<file path="src/rtl/uart_clk_ctrl.sv">
// UART baud tick generator: RX oversample strobe every R cycles, TX bit strobe every R*P cycles.
// Ticks are decoded from registers only; prescale changes are applied at bit boundaries or while idle.
module uart_clk_ctrl #(
  parameter int DIV_RATIO_WIDTH = 8
) (
  input  logic                       i_clk,
  input  logic                       i_rst_n,
  input  logic                       i_en,
  input  logic [5:0]                 i_prescale,
  output logic                       o_rx_tick,
  output logic                       o_tx_tick,
  output logic [DIV_RATIO_WIDTH-1:0] o_ratio,
  output logic                       o_cfg_upd,
  output logic                       o_cfg_err
);

  localparam logic [DIV_RATIO_WIDTH-1:0] RATIO_ONE = DIV_RATIO_WIDTH'(1);

  logic                       en_q;
  logic [DIV_RATIO_WIDTH-1:0] rx_cnt;
  logic [5:0]                 tx_cnt;
  logic [5:0]                 raw_q;
  logic [DIV_RATIO_WIDTH-1:0] ratio_q;
  logic [5:0]                 psc_q;
  logic                       err_q;
  logic                       upd_q;

  logic [DIV_RATIO_WIDTH-1:0] map_ratio;
  logic [5:0]                 map_psc;
  logic                       map_err;
  logic                       pending;
  logic                       apply;

  // Every legal setting keeps R*P at 32; illegal values fall back to the 32x setting.
  always_comb begin
    map_ratio = RATIO_ONE;
    map_psc   = 6'd32;
    map_err   = 1'b0;
    case (i_prescale)
      6'd32: ;
      6'd16: begin
        map_ratio = DIV_RATIO_WIDTH'(2);
        map_psc   = 6'd16;
      end
      6'd8: begin
        map_ratio = DIV_RATIO_WIDTH'(4);
        map_psc   = 6'd8;
      end
      default: map_err = 1'b1;
    endcase
  end

  assign o_rx_tick = en_q && (rx_cnt == ratio_q - RATIO_ONE);
  assign o_tx_tick = o_rx_tick && (tx_cnt == psc_q - 6'd1);

  assign pending = (i_prescale != raw_q);
  assign apply   = pending && (o_tx_tick || !en_q);

  always_ff @(posedge i_clk or negedge i_rst_n) begin
    if (!i_rst_n) begin
      en_q    <= 1'b0;
      rx_cnt  <= '0;
      tx_cnt  <= '0;
      raw_q   <= 6'd32;
      ratio_q <= RATIO_ONE;
      psc_q   <= 6'd32;
      err_q   <= 1'b0;
      upd_q   <= 1'b0;
    end else begin
      en_q  <= i_en;
      upd_q <= 1'b0;
      if (apply) begin
        raw_q   <= i_prescale;
        ratio_q <= map_ratio;
        psc_q   <= map_psc;
        err_q   <= map_err;
        upd_q   <= 1'b1;
        rx_cnt  <= '0;
        tx_cnt  <= '0;
      end else if (!en_q) begin
        rx_cnt <= '0;
        tx_cnt <= '0;
      end else begin
        rx_cnt <= o_rx_tick ? '0 : rx_cnt + RATIO_ONE;
        if (o_rx_tick) begin
          tx_cnt <= o_tx_tick ? 6'd0 : tx_cnt + 6'd1;
        end
      end
    end
  end

  assign o_ratio   = ratio_q;
  assign o_cfg_upd = upd_q;
  assign o_cfg_err = err_q;

endmodule

</file>
<file path="config.mk">
export PLATFORM = sky130hd
export DESIGN_NAME = uart_clk_ctrl
export DESIGN_NICKNAME = d
export VERILOG_FILES = /design/src/rtl/uart_clk_ctrl.sv
export SDC_FILE = /design/constraint.sdc
export NUM_CORES = 1
export LEC_CHECK = 0
export CAP_MARGIN = 5
export CELL_PAD_IN_SITES_DETAIL_PLACEMENT = 1
export CELL_PAD_IN_SITES_GLOBAL_PLACEMENT = 1
export CORE_MARGIN = 5
export CORE_UTILIZATION = 38
export CTS_CLUSTER_SIZE = 14
export DETAILED_ROUTE_END_ITERATION = 10
export PLACE_DENSITY = 0.8
export SLEW_MARGIN = 20
export SYNTH_ARGS = -nofsm -noshare
export SYNTH_HDL_FRONTEND = slang
export SYNTH_SLANG_ARGS = --single-unit
</file>
<file path="constraint.sdc">
create_clock -name i_clk -period 2.4 [get_ports i_clk]
set_clock_uncertainty 0.05 [all_clocks]
set_input_delay 0.48 -clock i_clk [delete_from_list [all_inputs] [get_ports i_clk]]
set_output_delay 0.48 -clock i_clk [all_outputs]
set_load 0.02 [all_outputs]
</file>
-- Word level (Yosys, flattened, before mapping)
Index checks and enable logic that the tools add are counted.
- add/subtract/negate cells: 4
- $mul: 0
- divide/modulo/power cells: 0
- magnitude comparators: 0
- eq/ne operators: 7
- shifts and indexed selects: 0
- mux-type cells: 11
- bitwise logic cells: 0
- reduce and logical (&&, ||, !) cells: 6
- operators by type and width (cell ; count):
    2-to-1 mux 6 bit ; 4
    2-to-1 mux 8 bit ; 3
    one-hot mux 6 bit (2 select lines) ; 1
    adder 8 x 1 -> 8 bit, second input constant ; 1
    == test 8 bit ; 1
    subtractor 8 x 1 -> 8 bit, second input constant ; 1
    adder 6 x 1 -> 6 bit, second input constant ; 1
    == test 6 x 4 -> 1 bit, second input constant ; 1
    == test 6 x 5 -> 1 bit, second input constant ; 1
    == test 6 bit ; 1
    == test 6 bit, second input constant ; 1
    != test 6 bit ; 1
    one-hot mux 3 bit (2 select lines) ; 1
    subtractor 6 x 1 -> 6 bit, second input constant ; 1
    logical AND 1 bit ; 3
    != test 3 x 2 -> 1 bit, second input constant ; 1
    OR reduction 3 bit ; 1
    2-to-1 mux 1 bit ; 2
    logical NOT 1 bit ; 1
    logical OR 1 bit ; 1
- register bits after elaboration: 37
- bits in latches: 0
- memory bits (writable): 0
- memory bits (read-only): 0
- word-level logic and storage cells: 36
- memories: 0

-- Depth between registers and ports, before layout
Gate-level depths: netlist (run 1).
- word-level depth: 8
- mapped depth: 8
- mapped depth without buffers: 8

-- Worst setup path before layout (run 1)
No wires, ideal clock.
- path type: flip-flop to flip-flop
- from: reg psc_q[3]
- to: reg err_q, in the netlist o_cfg_err
- setup time: 125 ps
- arrival: 2416 ps
- setup slack: -191 ps
- cell stages (with the launch flop): 9
- period minus slack after synthesis: 2591 ps
- path through: dfrtp_1 > inv_1 > ha_1 > ha_1 > xor2_1 > nor4_4 > nand4_2 > a21oi_4 > mux2_4
- longest elaborated chain between the ends: 5
- ends and longest elaborated chain (what ; RTL line ; RTL):
    start: declaration ; 24 ; logic [5:0] psc_q;
    start signal: assignment ; 75 ; psc_q <= map_psc;
    subtractor 6 x 1 -> 6 bit ; 54 ; assign o_tx_tick = o_rx_tick && (tx_cnt == psc_q - 6'd1);
    == test 6 bit ; 54 ;
    logical AND 1 bit ; 54 ;
    logical OR 1 bit ; 57 ; assign apply = pending && (o_tx_tick || !en_q);
    logical AND 1 bit ; 57 ;
    via apply ; 32 ; logic apply;
    end signal: assignment ; 76 ; err_q <= map_err;
    end: declaration ; 25 ; logic err_q;
The timed path passes the listed nets, and every way through them passes these cells.
A chain may end at the register's enable or synchronous reset.

-- Worst setup path in the final report (run 1)
- from: reg ratio_q[0], in the netlist o_ratio[0]
- to: out o_tx_tick
- longest elaborated chain between the ends: 4
- ends and longest elaborated chain (what ; RTL line ; RTL):
    start: declaration ; 23 ; logic [DIV_RATIO_WIDTH-1:0] ratio_q;
    start signal: assignment ; 74 ; ratio_q <= map_ratio;
    subtractor 8 x 1 -> 8 bit ; 53 ; assign o_rx_tick = en_q && (rx_cnt == ratio_q - RATIO_ONE);
    == test 8 bit ; 53 ;
    logical AND 1 bit ; 53 ;
    logical AND 1 bit ; 54 ;
    end: declaration ; 11 ; output logic o_tx_tick,
Every way passes these cells.

==> results by stage, run 1 <==
Run status:
- The flow ran to the end, but the final reports show violations.
- The checks that failed: setup timing.

Floorplanning:
- The initial utilization of the core area, before any placement, comes to 0.388.
- The core area is 0.00397 sq mm.
- The die width is approximately 74 um.
- Pin placement for this block handled 21 I/O pins.
- The die is ~74 um tall.
- The number of standard-cell rows in the floorplan is 23.
- The die covers 0.00543 sq mm.

Synth:
- Of all flip-flops after synthesis, the portion carrying an async set or reset was 1.00.
- Of the synthesized area, sequential elements account for 0.424.
- The synthesized netlist occupies a cell area of 0.00154 sq mm.
- The average cell area after synthesis is roughly 11 sq um.
- The count of yosys warnings during synthesis is 0.
- The number of enable-type register cells in the synthesized netlist is 0.
- Synthesis produced 141 cells.
- In this run, distinct cell masters in the synthesized netlist total 38.
- Among all flip-flop cells after synthesis, the most frequent one is dfrtp_1.
- Synthesis inferred 26 register bits.

Critical path:
- The kind of start point of the critical path is a register.
- The worst setup path is captured at an output pin.
- The required arrival time at the worst endpoint is 1870 ps.
- The critical path goes through inv_2, ha_4, ha_4, or3_4, nand2_2, and3_4, and3_4, buf_6.
- The standard cell with the maximum stage delay on the critical path is dfstp_2.
- Across all register-to-register paths, the minimum setup slack is -120 ps.
- Of all nets on the critical path, the largest fanout is 2.
- At the worst endpoint, the arrival time is 2090 ps.
- The path type of the worst setup path is reg -> out.
- In this design, the stage delay of the slowest critical-path cell is 560 ps.

Final layout:
- The area taken by flip-flops and latches is between 600 and 700 sq um.
- The synthesis-to-layout area growth is 41.6%.
- The library cells used most frequently in the layout, excluding fill and tap cells, are buf_4, dfrtp_1, clkdlybuf4s50_1.
- The fraction of layout instances using a drive strength above 1 is 0.389.
- The multi-input combinational cells in the finished layout cover a total of 961 sq um.
- The most common cell after layout, fill and taps aside is buf_4.
- At the end of the flow, the number of nets in the layout was 207.
- The number of filler instances in the final layout is ~420.
- The number of antenna cells inserted is 0.

Power and ir drop:
- Summed over all cells, the static leakage comes to 0.964 nW.
- The peak ir drop on the vdd network is ~300 uV.
- The power per unit of standard cell area is around 500 mW/mm^2.

Clock network:
- The clock passes through at most 2 buffers.
- CTS placed an instance of clkbuf_8 at the clock tree root.
- CTS built an H-tree with a depth of 1.
- After clock tree synthesis, the clock-pin slew on the worst setup and hold paths is 90 ps.
- Clock tree synthesis found a total of 26 sinks.
- The latest clock arrival within the worst-skew pair is 280 ps.
- TritonCTS built the clock tree.
- The number of buffers created by CTS is 3.

GRT:
- The via count of the first global-routing pass is 1365.
- For met2 alone, demand over resource in global routing was 0.283.
- The first global-routing pass estimated 6630 um of wire.
- Entering global routing, the biggest net connects 27 pins.
- The initial antenna violation count came to 0.
- In this run the most used layer during global routing was met2.
- The global routing usage on met1 is 0.199.
- Across every metal layer, demand over resource in global routing totals 0.163.
- The met3 layer usage reported by global route is 0.0260.
- For this run the aggregate overflow at the end of global routing stands at 0.

STA:
- Timing would allow up to 381 MHz.
- Setup violations remaining at the end of the flow were counted as 12.
- The max-slew violation count came to 0.
- Setup repair after global routing could not meet its margin everywhere.
- Hold timing on the final database bottoms out at a slack of ~480 ps.
- Setup slack on the critical path of the routed design comes to -223 ps.
- For the finished layout, the period the worst path requires is 2620 ps.
- The count of final hold-check violations is 0.
- In the finished design, the share of the clock period the worst path needs comes to 1.09.

Drt:
- The number of vias per cell after detailed routing is 5.15.
- The number of routed nets with antenna violations is 0.
- The first routing iteration left 37 violations.
- The vias after detailed routing is between 1000 and 1500.
- The final routed wirelength across all metal layers is between 4000 and 5000 um.
- For this run, design rule violations remaining after detail routing come to 0.
- The first-pass detailed-route iteration total is 3.
- The mean routed wirelength per cell is approximately 18 um.

Placed design:
- Routability-driven placement finished with a final weighted congestion of 0.770.
- Detailed placement finished with a half-perimeter wire length of between 2000 and 3000 um.
- Timing analysis after detailed placement gives a worst setup slack of -399 ps.
- In this run the tool buffered the top-level ports with 15 buffer cells.

Flow run:
- The tool flagged a number of max-cap violations equal to 0.

Min path:
- The path type of the worst min-delay path is reg -> reg.
==> synthesized netlist by cell type, types with 3 or more instances <==
cell type  number  area (sq um)
mux2i_1         3          30.0
nand2b_1        3          18.8
ha_1            7          87.6
o21ai_0         5          25.0
nand2_1         7          26.3
and3_1          8          50.1
nor2_1          8          30.0
or3_1           3          18.8
nand3_1         7          35.0
inv_1           3          11.3
xnor2_1        13           114
mux2_4          6          90.1
and2_1          3          18.8
buf_4           5          37.5
clkbuf_1        3          11.3
xor2_1          7          61.3
dfrtp_1        24           601
==> report_power, final <==
group,switching (W),internal [W]
sequential,0.0000276,0.000471
clock,0.000139,0.000119
combinational,0.000161,0.000176
total,0.000327,0.000767
==> flip-flops by register name (all words and copies together), names as in the netlist <==
register / flops
en_q: 1
raw_q: 6
o_cfg_upd: 1
o_cfg_err: 1
tx_cnt: 6
o_ratio: 2
psc_q: 1
rx_cnt: 8
==> worst paths after layout <==
path,from,end,cells past startpoint
max in group asynchronous,i_rst_n,raw_q[5],2
min in group asynchronous,i_rst_n,rx_cnt[3],2
setup / recovery,o_ratio[0],o_tx_tick,8
hold reg to reg,o_cfg_err,o_cfg_err,1
setup reg to reg,o_ratio[0],tx_cnt[3],9
hold / removal,o_cfg_err,o_cfg_err,1
==> critical path, delay by kind of cell (launching register included) <==
family                   cells  cell delay [ps]
flip-flops                   1              560
AND/OR/NAND/NOR              4              800
adder cells (fa/ha/maj)      2              310
buffers and inverters        2              160
==> kinds of logic after synthesis <==
kind of cell,count (synthesis),share of synthesized area
other,1,0.00243
AOI/OAI and AO/OA,14,0.0682
xor gates and xnor gates,20,0.114
and+or+nand+nor,51,0.202
adders and majority gates,7,0.0568
buffers and inverters,11,0.0390
DFF,26,0.424
muxes,11,0.0942
==> routing by layer <==
metal | vias up | routed length [um]
li1 | 587 | -
met1 | 619 | 1680
met2 | 20 | 2340
met3 | 9 | 103
met4 | 0 | 101
met5 | - | 0
==> stage by stage <==
stage	power, W	instances	area [sq um]	utilization	setup TNS, ps
floorplan	0.000661	145	1590	-	-173
global placement	0.000759	228	1970	0.497	-709
detailed placement	0.000780	228	1970	0.497	-1440
CTS	0.00109	237	2090	0.527	-400
global route	0.00116	240	2180	0.549	-2440
finish	0.00109	240	2180	0.549	-1160
==> cell type report <==
class                      instances  area share
timing repair buffer              49       0.204
multi-input combinational        108       0.440
tap                               50      0.0287
sequential                        26       0.300
clock buffer                       4      0.0206
inverter                           3     0.00631
==> timing repair <==
| action | in CTS | in global routing |
|---|---|---|
| setup buffers | 5 | 6 |
| endpoints found under the setup margin | 15 | 24 |
| resized for setup | 19 | 14 |
| hold buffers | 0 | 0 |
| pin swaps | 8 | 9 |
Note: power is estimated with default switching activity, not from simulation.
==> inputs of run 2 (changes only) <==
CAP_MARGIN = 10   (was 5)
SLEW_MARGIN = 25   (was 20)
==> results of run 2 <==
Same layout as run 1: the final DEF is identical, and so are final timing and power.
==> inputs of run 3 (changes only) <==
CAP_MARGIN = 20   (was 10)
CORE_MARGIN = 1.5   (was 5)
==> results by stage, run 3 (same netlist as run 1, synthesis figures left out) <==
Final layout:
- The number of antenna cells inserted is 0 (unchanged).
- The final net count is 205 (-0.97%).
- The largest registers in the layout are rx_cnt: 8 flops, raw_q: 6 flops, tx_cnt: 6 flops.
- The fraction of layout instances using a drive strength above 1 is 0.388 (-0.00118).
- The number of filler instances in the final layout is 403 (-3.8%).
- The end-of-flow core utilization is 0.577 (+0.0272).
- The flip-flop count of the largest register after layout is 8 (unchanged).
- In the layout the commonest cells are buf_4, dfrtp_1, xnor2_1, clkdlybuf4s50_1, nor2_1.
- The total area of multi-input combinational cells came to 971 sq um (+1.0%).
- The most common cell after layout, fill and taps aside is buf_4.
- The area taken by flip-flops and latches is 656 sq um (unchanged).
- The synthesis-to-layout area growth is 41.1%.
- The final cell count without fillers is 236 (-1.7%).
- rx_cnt holds more flip-flops than any other register.

Clock network:
- The number of clock sinks seen by CTS came to 26 (unchanged).
- The number of H-tree levels is 1 (unchanged).
- The hold-fix buffer count after cts is 0 (unchanged).
- In this run the clock root is driven by a clkbuf_8.
- The latest clock arrival within the worst-skew pair is 280 ps (about the same).
- The deepest clock path buffer count is 2 (unchanged).
- The CTS clock-pin slew for the worst setup and hold paths is 90 ps (about the same).
- The number of buffers created by CTS was 3 (unchanged).
- The TritonCTS clock tree is done.

Power and ir drop:
- The sum of internal, switching and leakage power came to 0.00109 W (-0.32%).
- The total internal power is 0.000773 W (+0.80%).
- The power per unit of standard cell area is 502 mW/mm^2 (about the same).
- The switching share of power was 0.291 (-0.00786).
- The part of the power in combinational logic is 0.272 (-0.036).
- The peak ir drop on the vdd network came to 293 uV (-2.4%).
- The part of the power in the clock network came to 0.267 (+0.031).
- The leakage power is 0.949 nW (-1.5%).
- The switching power of the nets is 0.000318 W (-2.9%).
- The power share of the sequential group is 0.461 (+0.005).

Drt:
- The final routed wirelength across all metal layers is 4120 um (-2.6%).
- The vias after detailed routing is 1251 (+1.3%).
- The number of vias per cell after detailed routing was 5.30 (+3.0%).
- The mean routed wirelength per cell is 17.5 um (-1.0%).
- The number of DRC violations after detailed routing was 0 (unchanged).
- The detailed router's first-iteration violation count is 74 (+100%).
- The number of routed nets with antenna violations is 0 (unchanged).
- The first-pass detailed-route iteration total is 4 (+1).

STA:
- The smallest setup slack after layout is -173 ps (+49.9 ps).
- The max-slew violation count is 0 (unchanged).
- The clock period minus final worst setup slack was 2570 ps (-49.9 ps).
- The achievable clock frequency is 389 MHz (+1.9%).
- Setup repair after global routing could not meet its margin everywhere.
- The final critical-path share of the clock period is 1.07 (-0.0208).
- The count of final hold-check violations was 0 (unchanged).
- The final number of setup-violating endpoints is 6 (-6).

GRT:
- The via count of the first global-routing pass is 1408 (+3.2%).
- The initial antenna violation count is 0 (unchanged).
- The leftover overflow at the end of global routing was 0 (unchanged).
- The maximum number of pins on one net before global-route repair was 27 (unchanged).
- The combined global-route utilization of all metal layers is 0.206 (+0.0426).
- The wire length of the first global-routing pass was 6720 um (+1.4%).

Min path:
- The path type of the worst min-delay path is reg -> reg.

Placed design:
- The global placer's final weighted congestion is 0.783 (+1.7%).
- The number of buffers added on ports came to 15 (unchanged).
- The HPWL after detailed placement is 2700 um (-8.5%).
- The number of placed cells counting well taps is 224 (-1.8%).

Critical path:
- The path type of the worst setup path is reg -> out.
- The worst setup path is launched from a register.
- The largest fanout of any net on the critical path is 2 (unchanged).
- STA classifies the critical path endpoint as an output pin.
- The critical path arrival is 2040 ps (-50 ps).
- The required arrival time at the worst endpoint came to 1870 ps (about the same).

Floorplanning:
- The height of the die is 66.7 um (-9.5%).
- The die width is 66.7 um (-9.5%).
- The total I/O pin count is 21 (unchanged).
- The starting density of the core is 0.409 (+0.0206).
- The overall die area came to 0.00445 sq mm (-18%).
- The core area is 0.00377 sq mm (-5.0%).
- The number of standard-cell rows in the floorplan is 22 (-4.3%).

Run status:
- The flow ran to the end, but the final reports show violations.
- The checks that failed: setup timing.

Flow run:
- The number of max-cap violations is 0 (unchanged).
-- run 3: changes by cell type in the layout (fill, tap and decap cells not counted), sizes merged --
cell,delta
buf,-2
-- run 3: worst paths after layout --
check | cells after the start | end | from | slack (ps)
worst min-delay path | 1 | rx_cnt[0] | rx_cnt[0] | 490
min in group asynchronous | 2 | rx_cnt[4] | i_rst_n | 530
max in group asynchronous | 2 | raw_q[5] | i_rst_n | 1480
worst max register to register | 10 | raw_q[4] | o_ratio[0] | -10
worst min register to register | 1 | rx_cnt[0] | rx_cnt[0] | 490
worst max-delay path | 8 | o_tx_tick | o_ratio[0] | -170
-- run 3: what timing repair did --
action	in CTS	in global routing
endpoints found under the hold margin	0	0
buffers inserted	8	5
setup endpoints to repair	14	17
gates resized for setup	24	11
pin swaps	9	9
-- run 3: per-stage QoR --
| step | cell area, sq um | setup TNS (ps) | setup slack [ps] | hold slack [ps] |
|---|---|---|---|---|
| finish | 2170 | -328 | -173 | 488 |
| global route | 2170 | -1210 | -251 | 510 |
| CTS | 2110 | -1040 | -160 | 487 |
| detailed placement | 1940 | -1420 | -381 | 457 |
| global placement | 1940 | -646 | -335 | 450 |
| floorplan | 1590 | -173 | -28.9 | 134 |
-- run 3: routing by layer --
layer | track usage | wire [um] | share of wire | vias up
met5 | 0 | 0 | 0 | -
met4 | 0.120 | 76 | 0.018 | 0
met3 | 0.0220 | 131 | 0.032 | 6
met2 | 0.360 | 2180 | 0.53 | 32
met1 | 0.241 | 1740 | 0.42 | 631
li1 | - | - | - | 582
-- run 3: power groups by stage --
stage | clock, W | sequential, W | combinational (W)
floorplan | 0 | 0.000506 | 0.000155
global placement | 0 | 0.000506 | 0.000247
detailed placement | 0 | 0.000509 | 0.000260
CTS | 0.000303 | 0.000501 | 0.000290
global route | 0.000320 | 0.000506 | 0.000324
finish | 0.000291 | 0.000503 | 0.000296
-- run 3: critical path, stage by stage, from the launching register on --
cell and delay, ps:
dfstp_2 560, inv_2 50, ha_4 160, ha_4 230, xnor2_1 130, nor3_2 140, and3_4 210, and3_4 170
buf_6 110
-- run 3: cell type report --
type / instances / area share
inverter: 3 / 0.00748
sequential: 26 / 0.301
clock buffer: 4 / 0.0253
timing repair buffer: 47 / 0.192
multi-input combinational: 108 / 0.446
tap: 48 / 0.0276
